**src/rtl/fpu_pkg.sv**
```systemverilog
// Shared types for the FPU issue sequencer: request record, FSM states, timer width.
package fpu_pkg;

  localparam logic [7:0] ESC_OPCODE_FIRST = 8'hD8;
  localparam logic [7:0] ESC_OPCODE_LAST  = 8'hDF;
  localparam int         TIMER_W          = 13;

  typedef struct packed {
    logic [7:0]  opcode;
    logic [7:0]  modrm;
    logic [79:0] data;
  } fpu_req_t;

  typedef enum logic [2:0] {
    ST_IDLE,
    ST_ISSUE,
    ST_WAIT_START,
    ST_WAIT_DONE,
    ST_RETIRE,
    ST_HOLD
  } fpu_state_e;

endpackage

```
**src/rtl/fpu_issue_sequencer_if.sv**
```systemverilog
// CPU-side request/response bus of the FPU issue sequencer.
interface fpu_issue_sequencer_if;
  logic        req_valid;
  logic        req_ready;
  logic [7:0]  req_opcode;
  logic [7:0]  req_modrm;
  logic [79:0] req_data;
  logic        rsp_valid;
  logic        rsp_ready;
  logic [7:0]  rsp_opcode;
  logic [7:0]  rsp_modrm;
  logic [79:0] rsp_data;
  logic [15:0] rsp_status;
  logic        rsp_error;
  logic        rsp_timeout;

  modport master (
    output req_valid, req_opcode, req_modrm, req_data, rsp_ready,
    input  req_ready, rsp_valid, rsp_opcode, rsp_modrm, rsp_data,
           rsp_status, rsp_error, rsp_timeout
  );

  modport slave (
    input  req_valid, req_opcode, req_modrm, req_data, rsp_ready,
    output req_ready, rsp_valid, rsp_opcode, rsp_modrm, rsp_data,
           rsp_status, rsp_error, rsp_timeout
  );
endinterface

```
**src/rtl/fpu_req_fifo.sv**
```systemverilog
// Request FIFO with flush and occupancy output; head entry is readable without a pop.
module fpu_req_fifo
  import fpu_pkg::*;
#(
  parameter int DEPTH = 4
) (
  input  logic                   clk,
  input  logic                   reset_n,
  input  logic                   flush,
  input  logic                   push,
  input  logic                   pop,
  input  fpu_req_t               wr_data,
  output fpu_req_t               rd_data,
  output logic                   full,
  output logic                   empty,
  output logic [$clog2(DEPTH):0] level
);

  localparam int AW = $clog2(DEPTH);

  logic [AW-1:0] wr_ptr_q, wr_ptr_d;
  logic [AW-1:0] rd_ptr_q, rd_ptr_d;
  logic [AW:0]   count_q, count_d;
  logic          push_ok, pop_ok;
  fpu_req_t      entries [DEPTH];

  assign full    = (count_q == (AW+1)'(DEPTH));
  assign empty   = (count_q == '0);
  // Flush wins over both push and pop so nothing queued survives it.
  assign push_ok = push && !full && !flush;
  assign pop_ok  = pop && !empty && !flush;

  always_comb begin
    wr_ptr_d = wr_ptr_q;
    rd_ptr_d = rd_ptr_q;
    count_d  = count_q;
    if (flush) begin
      wr_ptr_d = '0;
      rd_ptr_d = '0;
      count_d  = '0;
    end else begin
      if (push_ok) wr_ptr_d = wr_ptr_q + 1'b1;
      if (pop_ok)  rd_ptr_d = rd_ptr_q + 1'b1;
      case ({push_ok, pop_ok})
        2'b10:   count_d = count_q + 1'b1;
        2'b01:   count_d = count_q - 1'b1;
        default: count_d = count_q;
      endcase
    end
  end

  always_ff @(posedge clk) begin
    if (!reset_n) begin
      wr_ptr_q <= '0;
      rd_ptr_q <= '0;
      count_q  <= '0;
    end else begin
      wr_ptr_q <= wr_ptr_d;
      rd_ptr_q <= rd_ptr_d;
      count_q  <= count_d;
    end
  end

  for (genvar gi = 0; gi < DEPTH; gi++) begin : g_entry
    fpu_req_t entry_q;
    always_ff @(posedge clk) begin
      if (push_ok && (wr_ptr_q == AW'(gi))) entry_q <= wr_data;
    end
    assign entries[gi] = entry_q;
  end

  assign rd_data = entries[rd_ptr_q];
  assign level   = count_q;

endmodule

```
**src/rtl/fpu_issue_sequencer.sv**
```systemverilog
// Issues queued ESC requests to the FPU one at a time, tracks the ready handshake,
// and returns one response per instruction.
module fpu_issue_sequencer
  import fpu_pkg::*;
#(
  parameter int DEPTH         = 4,
  parameter int START_TIMEOUT = 4,
  parameter int DONE_TIMEOUT  = 4096
) (
  input  logic                   clk,
  input  logic                   reset_n,
  input  logic                   flush,
  fpu_issue_sequencer_if.slave   bus,
  output logic [7:0]             fpu_opcode,
  output logic [7:0]             fpu_modrm,
  output logic [79:0]            fpu_data_in,
  output logic                   fpu_execute,
  input  logic                   fpu_ready,
  input  logic                   fpu_error,
  input  logic [79:0]            fpu_data_out,
  input  logic [15:0]            fpu_status,
  output logic                   busy,
  output logic [$clog2(DEPTH):0] queue_level,
  output logic [7:0]             error_count
);

  localparam logic [TIMER_W-1:0] START_LAST = TIMER_W'(START_TIMEOUT - 1);
  localparam logic [TIMER_W-1:0] DONE_LAST  = TIMER_W'(DONE_TIMEOUT - 1);

  fpu_state_e          state_q;
  logic [TIMER_W-1:0]  timer_q;
  logic                timeout_q;
  logic [7:0]          fpu_opcode_q, fpu_modrm_q;
  logic [79:0]         fpu_data_in_q;
  logic                fpu_execute_q;
  logic                rsp_valid_q, rsp_error_q, rsp_timeout_q;
  logic [7:0]          rsp_opcode_q, rsp_modrm_q;
  logic [79:0]         rsp_data_q;
  logic [15:0]         rsp_status_q;
  logic [7:0]          error_count_q;

  fpu_req_t push_req, head_req;
  logic     fifo_full, fifo_empty, fifo_push, fifo_pop;

  assign push_req  = '{opcode: bus.req_opcode, modrm: bus.req_modrm, data: bus.req_data};
  assign fifo_push = bus.req_valid && !fifo_full;
  // Queued work is dropped during flush, so the head must not be issued that cycle.
  assign fifo_pop  = (state_q == ST_IDLE) && !fifo_empty && !flush;

  fpu_req_fifo #(.DEPTH(DEPTH)) u_fifo (
    .clk     (clk),
    .reset_n (reset_n),
    .flush   (flush),
    .push    (fifo_push),
    .pop     (fifo_pop),
    .wr_data (push_req),
    .rd_data (head_req),
    .full    (fifo_full),
    .empty   (fifo_empty),
    .level   (queue_level)
  );

  always_ff @(posedge clk) begin
    if (!reset_n) begin
      state_q       <= ST_IDLE;
      timer_q       <= '0;
      timeout_q     <= 1'b0;
      fpu_opcode_q  <= '0;
      fpu_modrm_q   <= '0;
      fpu_data_in_q <= '0;
      fpu_execute_q <= 1'b0;
      rsp_valid_q   <= 1'b0;
      rsp_error_q   <= 1'b0;
      rsp_timeout_q <= 1'b0;
      rsp_opcode_q  <= '0;
      rsp_modrm_q   <= '0;
      rsp_data_q    <= '0;
      rsp_status_q  <= '0;
      error_count_q <= '0;
    end else begin
      fpu_execute_q <= 1'b0;
      case (state_q)
        ST_IDLE: begin
          if (fifo_pop) begin
            fpu_opcode_q  <= head_req.opcode;
            fpu_modrm_q   <= head_req.modrm;
            fpu_data_in_q <= head_req.data;
            fpu_execute_q <= 1'b1;
            timer_q       <= '0;
            state_q       <= ST_ISSUE;
          end
        end
        ST_ISSUE: begin
          timer_q <= '0;
          state_q <= ST_WAIT_START;
        end
        ST_WAIT_START: begin
          if (!fpu_ready) begin
            timer_q <= '0;
            state_q <= ST_WAIT_DONE;
          end else if (timer_q >= START_LAST) begin
            // FPU never went busy: treat it as a single-cycle instruction.
            timer_q <= '0;
            state_q <= ST_RETIRE;
          end else begin
            timer_q <= timer_q + 1'b1;
          end
        end
        ST_WAIT_DONE: begin
          if (fpu_ready) begin
            timer_q <= '0;
            state_q <= ST_RETIRE;
          end else if (timer_q >= DONE_LAST) begin
            timer_q   <= '0;
            timeout_q <= 1'b1;
            state_q   <= ST_RETIRE;
          end else begin
            timer_q <= timer_q + 1'b1;
          end
        end
        ST_RETIRE: begin
          rsp_valid_q   <= 1'b1;
          rsp_opcode_q  <= fpu_opcode_q;
          rsp_modrm_q   <= fpu_modrm_q;
          rsp_data_q    <= fpu_data_out;
          rsp_status_q  <= fpu_status;
          rsp_error_q   <= fpu_error;
          rsp_timeout_q <= timeout_q;
          timeout_q     <= 1'b0;
          if ((fpu_error || timeout_q) && (error_count_q != 8'hFF)) begin
            error_count_q <= error_count_q + 1'b1;
          end
          timer_q <= '0;
          state_q <= ST_HOLD;
        end
        ST_HOLD: begin
          if (bus.rsp_ready) begin
            rsp_valid_q <= 1'b0;
            timer_q     <= '0;
            state_q     <= ST_IDLE;
          end
        end
        default: state_q <= ST_IDLE;
      endcase
    end
  end

  assign bus.req_ready   = !fifo_full;
  assign bus.rsp_valid   = rsp_valid_q;
  assign bus.rsp_opcode  = rsp_opcode_q;
  assign bus.rsp_modrm   = rsp_modrm_q;
  assign bus.rsp_data    = rsp_data_q;
  assign bus.rsp_status  = rsp_status_q;
  assign bus.rsp_error   = rsp_error_q;
  assign bus.rsp_timeout = rsp_timeout_q;
  assign fpu_opcode      = fpu_opcode_q;
  assign fpu_modrm       = fpu_modrm_q;
  assign fpu_data_in     = fpu_data_in_q;
  assign fpu_execute     = fpu_execute_q;
  assign busy            = (state_q != ST_IDLE) || !fifo_empty;
  assign error_count     = error_count_q;

endmodule

```
**src/flat_wrapper.sv**
```systemverilog
// flat-port wrapper written by rule: the top's interface ports become plain ports
module fpu_issue_sequencer_flat import fpu_pkg::*;
#(
  parameter int DEPTH         = 4,
  parameter int START_TIMEOUT = 4,
  parameter int DONE_TIMEOUT  = 4096
)
  (clk, reset_n, flush, fpu_opcode, fpu_modrm, fpu_data_in, fpu_execute, fpu_ready, fpu_error, fpu_data_out, fpu_status, busy, queue_level, error_count, bus_req_valid, bus_req_opcode, bus_req_modrm, bus_req_data, bus_rsp_ready, bus_req_ready, bus_rsp_valid, bus_rsp_opcode, bus_rsp_modrm, bus_rsp_data, bus_rsp_status, bus_rsp_error, bus_rsp_timeout);
  fpu_issue_sequencer_if bus_i ();
  input  logic clk;
  input  logic reset_n;
  input  logic flush;
  output logic [7:0] fpu_opcode;
  output logic [7:0] fpu_modrm;
  output logic [79:0] fpu_data_in;
  output logic fpu_execute;
  input  logic fpu_ready;
  input  logic fpu_error;
  input  logic [79:0] fpu_data_out;
  input  logic [15:0] fpu_status;
  output logic busy;
  output logic [$clog2(DEPTH):0] queue_level;
  output logic [7:0] error_count;
  input wire logic [$bits(bus_i.req_valid)-1:0] bus_req_valid;
  input wire logic [$bits(bus_i.req_opcode)-1:0] bus_req_opcode;
  input wire logic [$bits(bus_i.req_modrm)-1:0] bus_req_modrm;
  input wire logic [$bits(bus_i.req_data)-1:0] bus_req_data;
  input wire logic [$bits(bus_i.rsp_ready)-1:0] bus_rsp_ready;
  output wire logic [$bits(bus_i.req_ready)-1:0] bus_req_ready;
  output wire logic [$bits(bus_i.rsp_valid)-1:0] bus_rsp_valid;
  output wire logic [$bits(bus_i.rsp_opcode)-1:0] bus_rsp_opcode;
  output wire logic [$bits(bus_i.rsp_modrm)-1:0] bus_rsp_modrm;
  output wire logic [$bits(bus_i.rsp_data)-1:0] bus_rsp_data;
  output wire logic [$bits(bus_i.rsp_status)-1:0] bus_rsp_status;
  output wire logic [$bits(bus_i.rsp_error)-1:0] bus_rsp_error;
  output wire logic [$bits(bus_i.rsp_timeout)-1:0] bus_rsp_timeout;
  assign bus_i.req_valid = bus_req_valid;
  assign bus_i.req_opcode = bus_req_opcode;
  assign bus_i.req_modrm = bus_req_modrm;
  assign bus_i.req_data = bus_req_data;
  assign bus_i.rsp_ready = bus_rsp_ready;
  assign bus_req_ready = bus_i.req_ready;
  assign bus_rsp_valid = bus_i.rsp_valid;
  assign bus_rsp_opcode = bus_i.rsp_opcode;
  assign bus_rsp_modrm = bus_i.rsp_modrm;
  assign bus_rsp_data = bus_i.rsp_data;
  assign bus_rsp_status = bus_i.rsp_status;
  assign bus_rsp_error = bus_i.rsp_error;
  assign bus_rsp_timeout = bus_i.rsp_timeout;
  fpu_issue_sequencer #(.DEPTH(DEPTH), .START_TIMEOUT(START_TIMEOUT), .DONE_TIMEOUT(DONE_TIMEOUT)) u_core (.clk(clk), .reset_n(reset_n), .flush(flush), .bus(bus_i), .fpu_opcode(fpu_opcode), .fpu_modrm(fpu_modrm), .fpu_data_in(fpu_data_in), .fpu_execute(fpu_execute), .fpu_ready(fpu_ready), .fpu_error(fpu_error), .fpu_data_out(fpu_data_out), .fpu_status(fpu_status), .busy(busy), .queue_level(queue_level), .error_count(error_count));
endmodule
```
**config.mk**
```make
export PLATFORM = sky130hd
export DESIGN_NAME = fpu_issue_sequencer_flat
export DESIGN_NICKNAME = d
export VERILOG_FILES = /design/src/rtl/fpu_pkg.sv /design/src/rtl/fpu_issue_sequencer_if.sv /design/src/rtl/fpu_req_fifo.sv /design/src/rtl/fpu_issue_sequencer.sv /design/src/flat_wrapper.sv
export SDC_FILE = /design/constraint.sdc
export NUM_CORES = 1
export LEC_CHECK = 0
export ABC_AREA = 1
export BUFFER_PORTS_ARGS = -buffer_cell sky130_fd_sc_hd__buf_4
export CAP_MARGIN = 25
export CORE_UTILIZATION = 30
export DETAILED_ROUTE_END_ITERATION = 12
export GPL_ROUTABILITY_DRIVEN = 0
export SKIP_CTS_REPAIR_TIMING = 1
export SLEW_MARGIN = 20
export SYNTH_ARGS = -nofsm -noshare
export SYNTH_HDL_FRONTEND = slang
export SYNTH_SLANG_ARGS = --single-unit
```
**constraint.sdc**
```tcl
create_clock -name clk -period 17.4 [get_ports clk]
set_input_delay 1.74 -clock clk [delete_from_list [all_inputs] [get_ports clk]]
set_output_delay 1.74 -clock clk [all_outputs]
set_load 0.1 [all_outputs]
```
==> key figures, run 1 <==
Placed design
  • Inst Count DP: 3492
  • Post-DP Area: 27300 um2
  • Worst slack, placed: 12820 ps
  • Dpl hpwl: 40300 um
  • Number of port buffers: 423

Yosys
  • Post-synthesis cell type count: 35
  • Async set-reset flop share out of synthesis: 0
  • Post-synth top area cell: edfxtp_1
  • Largest family of logic cells by synthesized area: simple AND/OR/NAND/NOR gates
  • Synth Instances: 2156
  • Simple-Gate Fraction of Synth Area: 0.133
  • Register bit total from synthesis: 628
  • Top post-synthesis cells by area: edfxtp_1 (49%), dfxtp_1 (21%), nor2_1 (11%)
  • Synth Flop Type: edfxtp_1
  • Compound-Gate Fraction of Synth Area: 0.121
  • Post-synth top area share: 0.494
  • Synth cell count leaders: nor2_1 (662), edfxtp_1 (384), o21ai_0 (333)
  • Count leader, synth: nor2_1
  • Synth Area in XOR/XNOR: 0.00113
  • Multiplexer share of the synthesized area: 0
  • Syn avg cell area: 10.8 um2
  • Register area share after synthesis: 0.704
  • Syn nets: 2363
  • EDFF count, synth: 384
  • Post-Synth Adder-Cell Area: 0.00461
  • Synth warn: 0
  • Syn Std Cell Area: 23300 um2

Route
  • DR WL/cell: 17.8 um
  • Met2 WL: 30600 um
  • Via count: 16708
  • Total routed wirelength: 64700 um
  • Via density: 4.61
  • TritonRoute pass-1 iters: 5
  • DR WL met3: 5960 um
  • Metal1 wirelength: 26000 um
  • # DRC: 0
  • Number of routed nets with antenna violations: 0
  • Starting DRC count in detailed routing: 903
  • Highest routed layer: met5

Layout
  • Fillers: 7450
  • Fin nets: 2743
  • Final instance area: 29700 um2
  • Post-Route Utilization: 0.388
  • Area Growth Syn to Fin: 27.2%
  • Layout cells sized above 1: 0.220
  • Final Non-Filler Cells: 3623

Timing
  • Max Clock Freq: 257 MHz
  • Worst slew pin tran: 1050 ps
  • Post-route setup slack: 13510 ps
  • Setup Viol. Count Final: 0
  • Relative slew slack: 0.303
  • Tcrit/Tclk final: 0.223
  • Fin crit period: 3890 ps
  • Final Hold Vio Count: 0
  • RSZ-0062 raised after global routing: no
  • Worst hold margin: 468 ps
  • Skew final: 24.8 ps
  • Max-slew violation count: 0
  • Final TNS setup: 0 ps

Setup path
  • FF-to-FF path depth: 6
  • Crit path DAT: 4130 ps
  • Worst flop-to-flop path startpoint: u_core.u_fifo.level[1]
  • FF-to-FF End: u_core.u_fifo.entries[69]
  • Worst setup EP type: flip-flop
  • R2R Setup Slk: 14210 ps
  • Setup Crit Path Kind: in2reg
  • Startpoint Class: primary input
  • Critical path peak fanout: 57
  • Data required, critical path: 17640 ps

Global route
  • Vias in the first global route: 15948
  • Largest net degree at the start of global routing: 106
  • GR Overflow Total: 0
  • First-pass GRT wire length: 95500 um
  • Initial antenna violation count: 9
  • Gr usage total: 0.159

Power
  • Total power: 4.61 mW
  • Pwr/cell area: 155 nW/um2
  • Leakage power: 11.1 nW
  • VDD IR max: 89.1 uV

Clock tree
  • CTS tree: built
  • Clk slew on worst S/H paths: 50 ps
  • H-tree depth: 3
  • Root Buffer: clkbuf_16
  • Clock Tree Buf Depth: 3
  • Insertion delay to the later sink of the worst-skew pair: 610 ps
  • CTS buffer count: 71
  • Sink Count: 628

Die
  • Starting Density: 0.305
  • Die H: 281 um
  • Die Area: 78900 um2
  • Die Wd: 281 um
  • Core area: 76500 um2
  • Site Rows: 101
  • Io pins: 424

Min path
  • Hold/Removal Path Class: reg2reg
  • Worst hold stages: 2
  • Hold path startpoint: u_core.bus.rsp_error
  • Worst Hold End: u_core.bus.rsp_error

Status
  • Status: finished, final reports clean

Flow run
  • Max_cap viols: 0
[cell type report]
| cell class | instances | area (um2) | area share |
|---|---|---|---|
| Sequential cell | 628 | 16400 | 0.554 |
| Multi-Input combinational cell | 1333 | 6080 | 0.205 |
| Timing Repair Buffer | 442 | 3340 | 0.113 |
| Clock buffer | 105 | 2040 | 0.0687 |
| Tap cell | 1030 | 1290 | 0.0434 |
| Clock inverter | 24 | 255 | 0.00860 |
| Inverter | 60 | 235 | 0.00793 |
| Antenna cell | 1 | 2.50 | 0.0000843 |
[worst max-delay path by stage]
stage | from | endpoint | slack [ps]
after floorplan | u_core.u_fifo.level[1] | u_core.u_fifo.entries[0] | 10300
after global placement | flush | u_core.u_fifo.entries[69] | 12870
after detailed placement | flush | u_core.u_fifo.entries[69] | 12820
after CTS | flush | u_core.u_fifo.entries[38] | 13470
after global routing | flush | u_core.u_fifo.entries[73] | 13340
final | flush | u_core.u_fifo.entries[69] | 13510
[per-layer routing]
layer,vias to the layer above,track usage
li1,8258,-
met1,7789,0.188
met2,530,0.267
met3,113,0.0559
met4,18,0.0555
met5,-,0
[sequential cells by signal, summed over array words and instances (netlist names)]
| register | count |
|---|---|
| u_core.u_fifo.entries | 384 |
| u_core.bus.rsp_data | 80 |
| u_core.timer_q | 13 |
| u_core.bus.rsp_status | 16 |
| u_core.bus.rsp_error | 1 |
| u_core.fpu_execute | 1 |
| u_core.error_count | 8 |
| u_core.u_fifo.rd_ptr_q | 2 |
| u_core.bus.rsp_timeout | 1 |
| u_core.u_fifo.wr_ptr_q | 2 |
| u_core.fpu_modrm | 8 |
| u_core.bus.rsp_modrm | 8 |
| u_core.fpu_opcode | 8 |
| u_core.state_q | 3 |
| u_core.fpu_data_in | 80 |
| u_core.u_fifo.level | 3 |
| u_core.timeout_q | 1 |
| u_core.bus.rsp_opcode | 8 |
| u_core.bus.rsp_valid | 1 |
[where the power goes]
part	internal, mW	total [mW]	switching (mW)	leakage (nW)
sequential	1.71	1.78	0.0736	5.47
clock	0.863	1.46	0.598	1.12
combinational	0.264	1.36	1.10	4.55
total	2.84	4.61	1.77	11.1
[logic make-up (layout without fill, tap and decap cells)]
| logic type | count (synthesis) | in the layout |
|---|---|---|
| and+or+nand+nor | 786 | 786 |
| AOI/OAI and AO/OA | 536 | 536 |
| DFF | 628 | 628 |
| buffers and inverters | 195 | 631 |
| other | 0 | 1 |
| adders and majority gates | 8 | 8 |
| xor gates and xnor gates | 3 | 3 |
[cells in the final DEF (no fill, tap or decap), drive strengths merged]
cell / n
diode: 1
nand4: 9
or2: 1
nor2: 665
inv: 61
a211oi: 1
fa: 1
ha: 7
xor2: 1
and3: 1
o31ai: 1
nor3: 12
a21oi: 19
clkinvlp: 1
edfxtp: 384
a31oi: 96
bufinv: 3
clkinv: 19
dfxtp: 244
nand2: 63
buf: 442
o211ai: 1
clkbuf: 105
nand3: 35
o21ai: 418
xnor2: 2
[worst max-delay path, cell delays in order]
cell	delay, ps
buf_4	120
inv_1	130
nand3_1	430
nor2_4	190
buf_4	760
buf_4	660
Power figures use the tool's default switching activity.
==> inputs of run 2 (changes only) <==
==> constraint.sdc (replaced) <==
create_clock -name clk -period 3.3 [get_ports clk]
set_input_delay 0.33 -clock clk [delete_from_list [all_inputs] [get_ports clk]]
set_output_delay 0.33 -clock clk [all_outputs]
set_load 0.1 [all_outputs]
==> run 2 against run 1 <==
The run now ends with hold timing left. Critical path depth decreased by 2. Combinational power increased to 5.5 times the previous value. Critical endpoint is now busy. First-iteration DRC count decreased by 3.9%. Setup slack got worse by 12000 ps. Wire length increased by 0.84%. Design area increased by 6.9%. Count of clock-buffer cells in the layout decreased by 16.
==> key figures, run 2 (same netlist as run 1, synthesis figures left out) <==
Timing
  • Final Hold Vio Count: 15 (+15)
  • Final TNS setup: 0 ps (unchanged)
  • Worst hold margin: -32.3 ps (-500 ps)
  • Max-slew violation count: 0 (unchanged)
  • Max Clock Freq: 458 MHz
  • RSZ-0062 raised after global routing: no
  • Relative slew slack: 0.322 (+0.0196)
  • Worst slew pin tran: 1020 ps (-29.4 ps)
  • Tcrit/Tclk final: 0.662
  • Setup Viol. Count Final: 0 (unchanged)
  • Skew final: 28.8 ps (+3.99 ps)
  • Fin crit period: 2180 ps

Layout
  • Area Growth Syn to Fin: 36.0%
  • Final instance area: 31700 um2 (+6.9%)
  • Fin nets: 2910 (+6.1%)
  • Number of flip-flops in the largest register: 384 (unchanged)
  • Fillers: 7207 (-3.3%)
  • Final Non-Filler Cells: 3799 (+4.9%)
  • Commonest non-fill, non-tap cell in the layout: nor2_1
  • Layout cells sized above 1: 0.215 (-0.00454)
  • Post-Route Utilization: 0.415 (+0.0270)
  • Commonest cells after routing, fill and taps aside: nor2_1 (658), buf_4 (433), edfxtp_1 (384)

Global route
  • First-pass GRT wire length: 94600 um (-0.95%)
  • GR Overflow Total: 0 (unchanged)
  • Initial antenna violation count: 12 (+3)
  • Gr usage total: 0.158 (-0.00135)
  • Vias in the first global route: 15989 (+0.26%)
  • Largest net degree at the start of global routing: 194 (+83%)

Die
  • Die Area: 78900 um2 (unchanged)
  • Io pins: 424 (unchanged)
  • Core area: 76500 um2 (unchanged)
  • Die H: 281 um (unchanged)
  • Site Rows: 101 (unchanged)
  • Starting Density: 0.305 (unchanged)
  • Die Wd: 281 um (unchanged)

Clock tree
  • Root Buffer: clkbuf_16
  • CTS buffer count: 72 (+1.4%)
  • Insertion delay to the later sink of the worst-skew pair: 620 ps (about the same)
  • Clk slew on worst S/H paths: 60 ps (about the same)
  • Sink Count: 628 (unchanged)
  • Clock Tree Buf Depth: 3 (unchanged)
  • H-tree depth: 3 (unchanged)
  • CTS tree: built

Setup path
  • Data required, critical path: 2970 ps (-14670 ps)
  • Slowest-stage cell, CP: dfxtp_4
  • Critical path buffers and inverters: 2 (-2)
  • Crit path DAT: 1850 ps (-2280 ps)
  • Worst flop-to-flop path startpoint: u_core.state_q[0]
  • FF-to-FF path depth: 8 (+2)
  • R2R Setup Slk: 1120 ps (-13090 ps)
  • Critical path peak fanout: 5 (-91%)
  • Cell Chain, Critical Path: inv_1 > nand3_1 > or2_2 > buf_4
  • CP max stage delay: 340 ps (-420 ps)
  • Delay-heaviest family, CP: simple AND/OR/NAND/NOR gates
  • Setup Crit Path Kind: reg2out
  • FF-to-FF End: u_core.fpu_data_in[3]
  • Worst setup EP type: output pin
  • Startpoint Class: flip-flop

Placed design
  • Dpl hpwl: 38500 um (-4.5%)
  • Inst Count DP: 3498 (+0.17%)
  • Number of port buffers: 423 (unchanged)
  • Post-DP Area: 27600 um2 (+0.89%)

Route
  • Number of routed nets with antenna violations: 0 (unchanged)
  • # DRC: 0 (unchanged)
  • Via count: 17505 (+4.8%)
  • Via density: 4.61 (about the same)
  • DR WL/cell: 17.2 um (-3.8%)
  • Total routed wirelength: 65200 um (+0.84%)
  • Starting DRC count in detailed routing: 868 (-3.9%)
  • TritonRoute pass-1 iters: 5 (unchanged)

Power
  • Pwr/cell area: 794 nW/um2 (+410%)
  • Leakage power: 12.0 nW (+7.7%)
  • VDD IR max: 400 uV (+350%)

Min path
  • Worst Hold End: u_core.bus.rsp_data[65]
  • Hold path startpoint: fpu_data_out[65]
  • Worst hold stages: 3 (+1)
  • Hold/Removal Path Class: in2reg

Status
  • Failing checks: hold timing
  • Status: complete, but fails checks

Flow run
  • Max_cap viols: 0 (unchanged)
run 2: changes by cell type in the layout (fill, tap and decap cells not counted), sizes merged:
cell         delta
buf             +5
bufinv          +7
dlygate4sd3   +161
clkinvlp        +1
diode           +5
clkbuf         -16
clkinv         +11
inv             +2
run 2: worst max path at each step:
| stage | start | end | depth (start not counted) |
|---|---|---|---|
| floorplan | u_core.u_fifo.level[1] | u_core.u_fifo.entries[0] | 4 |
| finish | u_core.u_fifo.level[0] | busy | 4 |
| detailed placement | flush | u_core.u_fifo.entries[336] | 5 |
| CTS | u_core.u_fifo.level[0] | busy | 4 |
| global placement | u_core.u_fifo.rd_ptr_q[0] | u_core.fpu_data_in[45] | 4 |
| global route | u_core.u_fifo.rd_ptr_q[0] | u_core.fpu_data_in[52] | 5 |
run 2: report_power, final:
part	switching, mW	leakage [nW]	internal, mW
registers	0.385	5.48	9.01
logic	5.87	5.29	1.56
clock network	3.35	1.23	5.01
run 2: stage by stage:
stage | setup slack (ps) | total power [mW]
2_1_floorplan | 54.0 | 15.1
3_3_place_gp | 1170 | 16.8
3_5_place_dp | 1130 | 16.8
4_1_cts | 1070 | 25.3
5_1_grt | 975 | 26.1
6_report | 1120 | 25.2
run 2: worst register-to-register path, cell delays in order (launching register included):
cell and delay (ps):
dfxtp_1 370, nor2_4 180, nand2_2 90, inv_2 60, nand3_2 140, inv_6 100
buf_12 510, o21ai_0 460, a31oi_1 180
run 2: routing by layer:
layer | vias up | wire [um] | part of all wire | track usage
met5 | - | 69 | 0.0011 | 0
met4 | 12 | 1900 | 0.029 | 0.0661
met3 | 116 | 5380 | 0.082 | 0.0642
met2 | 508 | 30600 | 0.47 | 0.262
met1 | 8262 | 27300 | 0.42 | 0.179
li1 | 8607 | - | - | -
run 2: area by class of cell:
cell class / count / area (um2) / area share
Antenna cell: 6 / 15.0 / 0.000473
Timing Repair Buffer: 608 / 5140 / 0.162
Inverter: 60 / 236 / 0.00745
Tap cell: 1030 / 1290 / 0.0406
Multi-Input combinational cell: 1333 / 6100 / 0.192
Sequential cell: 628 / 16400 / 0.518
Clock buffer: 89 / 1930 / 0.0607
Clock inverter: 45 / 589 / 0.0186
